$ cat src/rtl/float_result_checker_pkg.sv
// Shared float_24_8 types, constants and the ordered-integer mapping used by result checkers.
package float_result_checker_pkg;

  typedef struct packed {
    logic        sign;
    logic [7:0]  exp;
    logic [22:0] man;
  } float_24_8_t;

  typedef enum logic [1:0] {S_IDLE, S_ALIGN, S_RUN, S_DONE} state_t;

  localparam logic [7:0]  FLOAT_EXP_MAX = 8'hFF;
  localparam logic [31:0] ERR_SAT       = 32'hFFFF_FFFF;

  // Sign-magnitude to two's complement, so +0 and -0 both land on 0 and adjacent floats differ by 1.
  function automatic logic signed [32:0] to_ordered(input logic [31:0] x);
    if (x[31])
      return -$signed({2'b00, x[30:0]});
    else
      return $signed({1'b0, x});
  endfunction

endpackage

$ cat src/rtl/float_ulp_compare.sv
// Combinational float_24_8 equality within TOL_ULP ordered steps; NaN only matches NaN.
module float_ulp_compare
  import float_result_checker_pkg::*;
#(
  parameter int TOL_ULP = 2
) (
  input  logic [31:0] a,
  input  logic [31:0] b,
  output logic        match
);

  float_24_8_t        fa, fb;
  logic               nan_a, nan_b;
  logic signed [32:0] diff, mag;

  always_comb begin
    fa    = a;
    fb    = b;
    nan_a = (fa.exp == FLOAT_EXP_MAX) && (fa.man != '0);
    nan_b = (fb.exp == FLOAT_EXP_MAX) && (fb.man != '0);
    diff  = to_ordered(a) - to_ordered(b);
    mag   = (diff < 0) ? -diff : diff;
    if (nan_a || nan_b)
      match = nan_a && nan_b;
    else
      match = (mag <= $signed(33'(TOL_ULP)));
  end

endmodule

$ cat config.mk
export PLATFORM = sky130hd
export DESIGN_NAME = float_ulp_compare
export DESIGN_NICKNAME = d
export VERILOG_FILES = /design/src/rtl/float_result_checker_pkg.sv /design/src/rtl/float_ulp_compare.sv
export SDC_FILE = /design/constraint.sdc
export NUM_CORES = 1
export LEC_CHECK = 0
export ABC_AREA = 1
export BUFFER_PORTS_ARGS = -buffer_cell sky130_fd_sc_hd__buf_2
export CAP_MARGIN = 20
export CORE_MARGIN = 2
export CORE_UTILIZATION = 35
export DETAILED_ROUTE_END_ITERATION = 10
export PLACE_DENSITY = 0.5
export SLEW_MARGIN = 20
export SYNTH_ARGS = -nofsm -noshare
export SYNTH_HDL_FRONTEND = slang
export SYNTH_SLANG_ARGS = --single-unit
$ cat constraint.sdc
create_clock -name vclk -period 5.7
set_clock_uncertainty 0.2 [all_clocks]
set_input_delay 0.57 -clock vclk [all_inputs]
set_output_delay 0.57 -clock vclk [all_outputs]
set_load 0.01 [all_outputs]
==> flow_metrics.py, run 1 <==
metrics = {
    "outcome": {
        "violations": "negative setup slack",
        "status": "complete, but fails checks",
    },
    "layout": {
        "diodes": 0,
        "syn_to_final_growth_pct": 23.1,
        "regArea_sq_um": 0,
        "seq_cell_count": 0,
        "n_clock_buffer": 0,
        "fin_nets": 1427,
        "final_core_util_pct": 43.5,
        "drive_gt1_share_pct": 19.1,
    },
    "yosys": {
        "syn_area_per_cell_sq_um": 4.88,
        "synth_seq_area_share_pct": 0,
        "synth_most_common_cell": "nand2_1",
        "synth_common_cells": "nand2_1 (424), inv_1 (212), nor2_1 (140), nand3_1 (94), xor2_1 (51)",
        "synth.area.top_cells": "nand2_1 (27%), inv_1 (14%), nor2_1 (9.1%)",
        "netlist_area_sq_um": 5790,
        "synth_area_leader_cell": "nand2_1",
        "ys_warn_count": 0,
        "yosysUniqueCellTypes": 41,
        "synth_top_cell_area_share_pct": 27.5,
        "syn-instance-count": 1188,
        "synth_fp_nets": 1287,
    },
    "pwr": {
        "power.leakage_nw": 4.11,
        "ir_worst_vdd_uv": 53.6,
        "p_per_area_nw_per_um2": 186,
    },
    "placement": {
        "numPortBuffers": 65,
        "hpwl_microns": 16600,
        "gp_congestion": 0.892,
        "place_ws_ns": -0.216,
    },
    "setup_path": {
        "cp-start-kind": "input port",
        "cp.arrival_ns": 5.02,
        "cp_max_fo": 25,
        "required_ns": 4.93,
        "cpPeakStageDelay_ns": 0.33,
        "cp-end-kind": "primary output",
        "critical_path_class": "input port to primary output",
        "crit_path_frequent_cell": "nand2_1",
        "critPathSlowestCell": "o41ai_2",
    },
    "detailed_routing": {
        "dr.pass1.iters": 5,
        "vias": 7220,
        "drt-total-wl_microns": 18600,
        "route.detailed.drc": 0,
        "drt_iter0_drc": 258,
        "antenna_left": 0,
        "via_per_inst": 4.67,
        "wl_per_cell_microns": 12.0,
    },
    "global_routing": {
        "grt_pass1_wl_microns": 31300,
        "antenna_found_initial": 0,
        "grt.total_usage_pct": 20.9,
        "first_global_vias": 6806,
        "grt_start_max_net_pins": 26,
        "grt_overflow_total": 0,
    },
    "die": {
        "std_cell_rows": 47,
        "die_height_microns": 133,
        "ios": 65,
        "die_area_sq_um": 17600,
        "fp.coreArea_sq_um": 16400,
        "die_x_microns": 133,
        "start_util_pct": 35.3,
    },
    "timing": {
        "rsz0062_at_grt": "yes",
        "finalHoldViolations": 0,
        "setup_slack_ns": -0.0941,
        "relSlewSlack_pct": 61.5,
        "timing.final.crit_share_pct": 102,
        "tightestPinTransition_ns": 0.576,
        "fmax_mhz": 173,
        "fin_crit_ns": 5.79,
        "slew_viol_final": 0,
        "finalSetupViolCount": 1,
    },
    "min_path": {
        "hold_class": "input port to primary output",
    },
    "run": {
        "maxCapViolCount": 0,
    },
}
-- power by group --
part           internal [W]  switching [W]
Clock                     0              0
Sequential                0              0
Combinational      0.000495       0.000834
Total              0.000495       0.000834
-- layout make-up --
type | instances | area, sq um
repair buffers | 150 | 1010
fillers | 1910 | 9280
multi-input cells | 958 | 5020
well taps | 220 | 275
inverters | 218 | 826
-- worst max-delay path, delay by kind of cell --
family                     cells  cell delay, ns
and+or+nand+nor               26            2.76
xor gates and xnor gates       1            0.21
buffers and inverters          7            0.81
AOI/OAI and AO/OA              1            0.33
adders and majority gates      1            0.31
-- routing by layer --
layer,global-route usage [%],part of all wire [%],vias to the layer above
met2,37.0,45,136
met4,2.27,1.1,0
met3,0.728,3.2,18
met5,0,0,-
met1,29.2,50,3114
li1,-,-,3952
-- placed cells by master (no fill, tap or decap), types with 3 or more instances in the layout --
cell,n
nand4_1,22
nor4_1,3
nor2_1,130
nand2_4,3
xor2_1,51
o21bai_1,3
nand2_2,32
a21oi_1,30
inv_1,211
buf_4,82
a31oi_1,3
nor2_2,24
nor3_1,17
nand3b_1,11
o21ai_1,5
nand3_1,93
inv_2,5
xnor2_1,15
nor2_4,6
buf_2,65
a21oi_2,5
nand2_1,416
o21ai_0,21
ha_1,33
nand3_2,13
-- per-stage QoR --
stage	total power (W)	hold slack (ns)	instances	TNS, ns	instance area, sq um
detailed placement	0.00129	1.39	1542	-0.216	6940
global placement	0.00128	1.39	1542	-0.138	6940
global route	0.00151	1.44	1546	-0.518	7130
CTS	0.00129	1.39	1542	0	6980
floorplan	0.000893	1.14	1188	0	5790
finish	0.00133	1.40	1546	-0.0941	7130
-- worst paths after layout --
check | endpoint | start | depth (start not counted) | slack, ns
worst max-delay path | match | b[1] | 36 | -0.09
worst min-delay path | match | a[25] | 6 | 1.40
-- cells by family after synthesis --
logic type | after synthesis | share of synthesized area [%]
XOR/XNOR | 66 | 9.98
buffers and inverters | 230 | 15.7
adder cells (fa/ha/maj) | 35 | 7.69
AND/OR/NAND/NOR | 779 | 59.0
AO/OA/AOI/OAI | 78 | 7.62
-- what timing repair did --
item                                    4_1_cts  5_1_grt
endpoints found under the setup margin        1        1
setup buffers                                 0        3
hold buffers                                  0        0
resized for setup                            10       33
pin swaps                                     2       22
gates cloned                                  0        1
Note: power is estimated with default switching activity, not from simulation.
==> run 2, diff against run 1 <==
- ABC_AREA: 1 -> unset
- CORE_MARGIN: 2 -> unset
- PLACE_DENSITY: 0.5 -> 0.51
==> run 2 against run 1 <==
Net effect: the flow still finishes with violations (negative setup slack); flip-flop and latch count stayed put; core utilization is 16 points higher; maximum frequency is 8.7% lower; non-clock buffer count is 197 higher; die area is 22% lower; first-iteration DRC count is 38% higher; critical path depth is 15 lower; via count is 10% lower; wire length is 5.5% lower; sequential share of layout area stayed put; design area is 5.8% higher; final cell count is 23% lower; highest routed layer unchanged.
==> flow_metrics.py, run 2 <==
metrics = {
    "global_routing": {
        "first_global_vias": 6363,
        "grt.total_usage_pct": 26.3,
        "grt_start_max_net_pins": 23,
        "grt_overflow_total": 0,
        "grt_pass1_wl_microns": 29200,
        "antenna_found_initial": 0,
    },
    "setup_path": {
        "critical_path_class": "input port to primary output",
        "required_ns": 4.93,
        "cp-start-kind": "input port",
        "cp.arrival_ns": 5.58,
        "cp-end-kind": "primary output",
        "cp_max_fo": 10,
    },
    "timing": {
        "relSlewSlack_pct": 51.5,
        "slew_viol_final": 0,
        "fin_crit_ns": 6.35,
        "fmax_mhz": 158,
        "timing.hold.ws_ns": 1.77,
        "rsz0062_at_grt": "yes",
        "finalSetupViolCount": 1,
        "tightestPinTransition_ns": 0.720,
        "setup_slack_ns": -0.648,
        "finalHoldViolations": 0,
        "timing.final.crit_share_pct": 111,
    },
    "yosys": {
        "synth_seq_area_share_pct": 0,
        "yosys.area_share.adder_pct": 9.62,
        "ys_warn_count": 0,
        "netlist_area_sq_um": 4630,
        "synth_area_leader_cell": "ha_1",
        "yosysUniqueCellTypes": 76,
        "synth-simple-area-share_pct": 33.6,
        "synth_top_family_by_area": "compound AO/OA/AOI/OAI gates",
        "synth_common_cells": "nand2_1 (78), nor2_1 (56), o21ai_0 (50), a21oi_1 (48), xnor2_1 (48)",
        "syn-instance-count": 707,
        "synth_compound_area_share_pct": 34.4,
        "syn_area_per_cell_sq_um": 6.55,
        "muxShareOfSynthArea_pct": 1.95,
        "synth_top_cell_area_share_pct": 9.19,
        "synth.area.top_cells": "ha_1 (9.2%), xnor2_1 (9.1%), xor2_1 (6.8%)",
        "synth_fp_nets": 806,
        "synth_xor_area_share_pct": 15.9,
        "synth_most_common_cell": "nand2_1",
    },
    "layout": {
        "drive_gt1_share_pct": 43.6,
        "n_clock_buffer": 0,
        "regArea_sq_um": 0,
        "fin_area_sq_um": 7540,
        "seq_cell_count": 0,
        "fillers": 1242,
        "final_cell_mix": "buf_4 (281), nand2_1 (76), buf_2 (65)",
        "syn_to_final_growth_pct": 63.0,
        "final_common_cell": "buf_4",
        "diodes": 0,
        "fin_nets": 1120,
        "instances_no_fill": 1191,
    },
    "placement": {
        "numPortBuffers": 65,
        "hpwl_microns": 15300,
        "placed_area_sq_um": 7120,
        "dp.cells": 1178,
        "place_ws_ns": -0.940,
        "gp_congestion": 0.890,
    },
    "min_path": {
        "hold_class": "input port to primary output",
    },
    "pwr": {
        "pwr-share-comb_pct": 100.0,
        "power.leakage_nw": 3.34,
        "switching_power_w": 0.000814,
        "clockPowerShare_pct": 0,
        "pwr-share-seq_pct": 0,
        "ir_worst_vdd_uv": 72.8,
        "p_per_area_nw_per_um2": 216,
        "switching_share_pct": 50.0,
        "p_total_w": 0.00163,
        "p_int_w": 0.000814,
    },
    "outcome": {
        "violations": "negative setup slack",
        "status": "complete, but fails checks",
    },
    "detailed_routing": {
        "antenna_left": 0,
        "route.detailed.drc": 0,
        "via_per_inst": 5.45,
        "drt_iter0_drc": 356,
        "drt-total-wl_microns": 17600,
        "vias": 6495,
        "dr.pass1.iters": 5,
        "wl_per_cell_microns": 14.8,
    },
    "die": {
        "die_height_microns": 117,
        "start_util_pct": 36.2,
        "std_cell_rows": 41,
        "fp.coreArea_sq_um": 12800,
        "die_x_microns": 117,
        "die_area_sq_um": 13700,
        "ios": 65,
    },
    "run": {
        "maxCapViolCount": 0,
    },
    "clock_network": {
        "cts_hold_buf": 0,
    },
}
run 2: cell count changes after synthesis, moves of 14 or more:
cell      delta
a21oi_1     +14
clkbuf_1    +26
inv_1      -194
nand2_1    -346
nand2_2     -25
nand3_1     -75
nor2_1      -84
nor2_2      -15
o21ai_0     +25
o31ai_1     +14
xnor2_1     +33
xor2_1      -15
run 2: cell families after synthesis:
kind of cell | Yosys count
AO/OA/AOI/OAI | 232
XOR/XNOR | 84
adder cells (fa/ha/maj) | 35
buffers and inverters | 53
multiplexers | 9
AND/OR/NAND/NOR | 294
run 2: power by group through the flow:
stage / logic, W / registers, W / clock network [W]
after floorplan: 0.000790 / 0 / 0
after global placement: 0.00148 / 0 / 0
after detailed placement: 0.00150 / 0 / 0
after CTS: 0.00160 / 0 / 0
after global routing: 0.00178 / 0 / 0
final: 0.00163 / 0 / 0
run 2: cell type report:
type | count | area, sq um | share of cell area (%)
inverters | 18 | 67.6 | 0.896
well taps | 172 | 215 | 2.85
repair buffers | 347 | 2450 | 32.4
multi-input cells | 654 | 4810 | 63.8
run 2: layer usage:
layer / wire (microns) / up-vias / track usage [%]
met5: 0 / - / 0
met3: 438 / 28 / 0.566
met4: 395 / 0 / 5.65
met1: 8710 / 3028 / 36.3
met2: 8070 / 125 / 45.9
li1: - / 3314 / -
run 2: worst max-delay path, stage by stage:
cell	delay, ns
buf_2	0.10
or4_1	0.56
or2_4	0.27
or3_4	0.40
o31ai_2	0.21
xnor2_1	0.15
ha_1	0.28
buf_4	0.18
nand2_1	0.08
o21a_1	0.15
o221ai_2	0.14
a21o_1	0.21
o2111a_1	0.26
or3_4	0.41
and2_4	0.17
a2111o_1	0.44
nor4_4	0.19
nand4_1	0.15
nor4_2	0.30
a41o_1	0.21
buf_2	0.13
run 2: worst paths after layout:
| path | slack [ns] | depth (start not counted) | to | startpoint |
|---|---|---|---|---|
| hold / removal | 1.77 | 7 | match | a[30] |
| setup / recovery | -0.65 | 21 | match | a[6] |
run 2: through the flow:
stage / setup TNS [ns] / utilization (%)
final: -0.648 / 59.1
after global routing: -0.965 / 59.1
after CTS: -0.590 / 58.7
after detailed placement: -0.940 / 55.7
after global placement: -0.849 / 55.7
after floorplan: -0.461 / -
run 2: what timing repair did:
action / 4_1_cts / 5_1_grt
endpoints found under the setup margin: 1 / 1
gates resized for setup: 62 / 9
buffers inserted: 13 / 0
pin swaps: 37 / 2
==> run 3, diff against run 2 <==
- ABC_AREA: unset -> 1
- PLACE_DENSITY: 0.51 -> 0.5
==> run 3 against run 2 <==
Net effect: the flow still finishes with violations (negative setup slack); final cell count grew 29%; hold slack got worse by 0.39 ns; combinational power down 17%.
==> flow_metrics.py, run 3 (synthesis results as in run 1) <==
metrics = {
    "setup_path": {
        "cp-startpoint": "b[1]",
        "cp_max_fo": 6,
        "cpPeakStageDelay_ns": 0.32,
        "critPathSlowestCell": "nor4_2",
        "cp.arrival_ns": 5.06,
        "critical_path_class": "input port to primary output",
        "required_ns": 4.93,
        "crit_path_frequent_cell": "nand2_1",
        "cp-end-kind": "primary output",
        "cp-start-kind": "input port",
        "endpoint": "match",
    },
    "layout": {
        "n_clock_buffer": 0,
        "diodes": 0,
        "final_cell_mix": "nand2_1 (411), inv_1 (210), nor2_1 (125)",
        "syn_to_final_growth_pct": 25.1,
        "fin_nets": 1424,
        "final_core_util_pct": 45.3,
        "fillers": 1849,
        "regArea_sq_um": 0,
        "seq_cell_count": 0,
        "drive_gt1_share_pct": 20.6,
        "final_common_cell": "nand2_1",
    },
    "detailed_routing": {
        "vias": 7209,
        "drt_iter0_drc": 332,
        "dr.pass1.iters": 5,
        "drt-total-wl_microns": 18800,
        "route.detailed.drc": 0,
        "antenna_left": 0,
        "via_per_inst": 4.68,
        "wl_per_cell_microns": 12.2,
    },
    "die": {
        "ios": 65,
        "fp.coreArea_sq_um": 16000,
        "die_area_sq_um": 17100,
        "die_height_microns": 131,
        "start_util_pct": 36.2,
        "std_cell_rows": 46,
        "die_x_microns": 131,
    },
    "clock_network": {
        "cts_hold_buf": 0,
    },
    "timing": {
        "finalSetupViolCount": 1,
        "timing.final.crit_share_pct": 102,
        "rsz0062_at_grt": "yes",
        "setup_slack_ns": -0.134,
        "slew_viol_final": 0,
        "fin_crit_ns": 5.83,
        "relSlewSlack_pct": 59.1,
        "tightestPinTransition_ns": 0.606,
        "timing.hold.ws_ns": 1.38,
        "finalHoldViolations": 0,
        "finalSetupTns_ns": -0.134,
        "fmax_mhz": 171,
    },
    "outcome": {
        "violations": "negative setup slack",
        "status": "complete, but fails checks",
    },
    "pwr": {
        "power.leakage_nw": 4.11,
        "ir_worst_vdd_uv": 51.7,
        "p_per_area_nw_per_um2": 187,
    },
    "min_path": {
        "hold_class": "input port to primary output",
    },
    "placement": {
        "gp_congestion": 0.893,
        "numPortBuffers": 65,
        "hpwl_microns": 16400,
        "place_ws_ns": -0.200,
    },
    "global_routing": {
        "grt_pass1_wl_microns": 30800,
        "first_global_vias": 6617,
        "grt_overflow_total": 0,
        "grt_start_max_net_pins": 24,
        "grt.total_usage_pct": 22.2,
        "antenna_found_initial": 0,
    },
    "run": {
        "maxCapViolCount": 0,
    },
}
==> run 3: cell count changes in the layout (fill, tap and decap cells not counted), sizes merged, moves of 12 or more <==
cell	change
xor2	+15
xnor2	-33
nand3	+86
inv	+200
nand2	+373
o21ai	-29
or3	-12
nor2	+104
or4	-13
buf	-203
a21oi	-13
o31ai	-14
==> run 3: repair_timing <==
item                       CTS  global route
pin swaps                    3            46
buffers inserted             0             8
cloned                       0             3
setup endpoints to repair    1             1
gates resized for setup     13            66
==> run 3: worst min-delay path by stage <==
| stage | endpoint | cells past startpoint | slack [ns] | start |
|---|---|---|---|---|
| after detailed placement | match | 6 | 1.38 | a[29] |
| final | match | 6 | 1.38 | a[29] |
| after global routing | match | 6 | 1.45 | a[29] |
| after floorplan | match | 4 | 1.14 | a[25] |
| after CTS | match | 6 | 1.38 | a[29] |
| after global placement | match | 6 | 1.37 | a[29] |
==> run 3: power breakdown <==
part | leakage [nW] | internal (W) | switching, W | total, W
registers | 0 | 0 | 0 | 0
clock network | 0 | 0 | 0 | 0
logic | 4.11 | 0.000498 | 0.000860 | 0.00136
total | 4.11 | 0.000498 | 0.000860 | 0.00136
==> run 3: layout make-up <==
| class | count | area [sq um] | share of cell area, % |
|---|---|---|---|
| timing repair inverter | 2 | 17.5 | 0.242 |
| inverter | 218 | 831 | 11.5 |
| timing repair buffer | 145 | 992 | 13.7 |
| multi-input combinational | 958 | 5130 | 70.9 |
| tap | 216 | 270 | 3.73 |
==> run 3: through the flow <==
step	instances	area, sq um	power (W)
2_1_floorplan	1188	5790	0.000893
3_3_place_gp	1528	6860	0.00127
3_5_place_dp	1528	6860	0.00127
4_1_cts	1528	6910	0.00128
5_1_grt	1539	7240	0.00153
6_report	1539	7240	0.00136
==> run 3: layer usage <==
layer / wire (microns) / share of wire [%] / global-route usage, % / vias to the layer above
met2: 8500 / 45 / 37.9 / 103
li1: - / - / - / 3953
met5: 0 / 0 / 0 / -
met3: 403 / 2.1 / 0.122 / 10
met4: 114 / 0.61 / 1.42 / 0
met1: 9760 / 52 / 32.5 / 3143
==> run 3: worst max-delay path, delay by kind of cell <==
kind	cells	cell delay, ns
and+or+nand+nor	24	2.78
AOI/OAI and AO/OA	4	0.71
buffers and inverters	5	0.55
adders and majority gates	1	0.28
xor gates and xnor gates	1	0.17
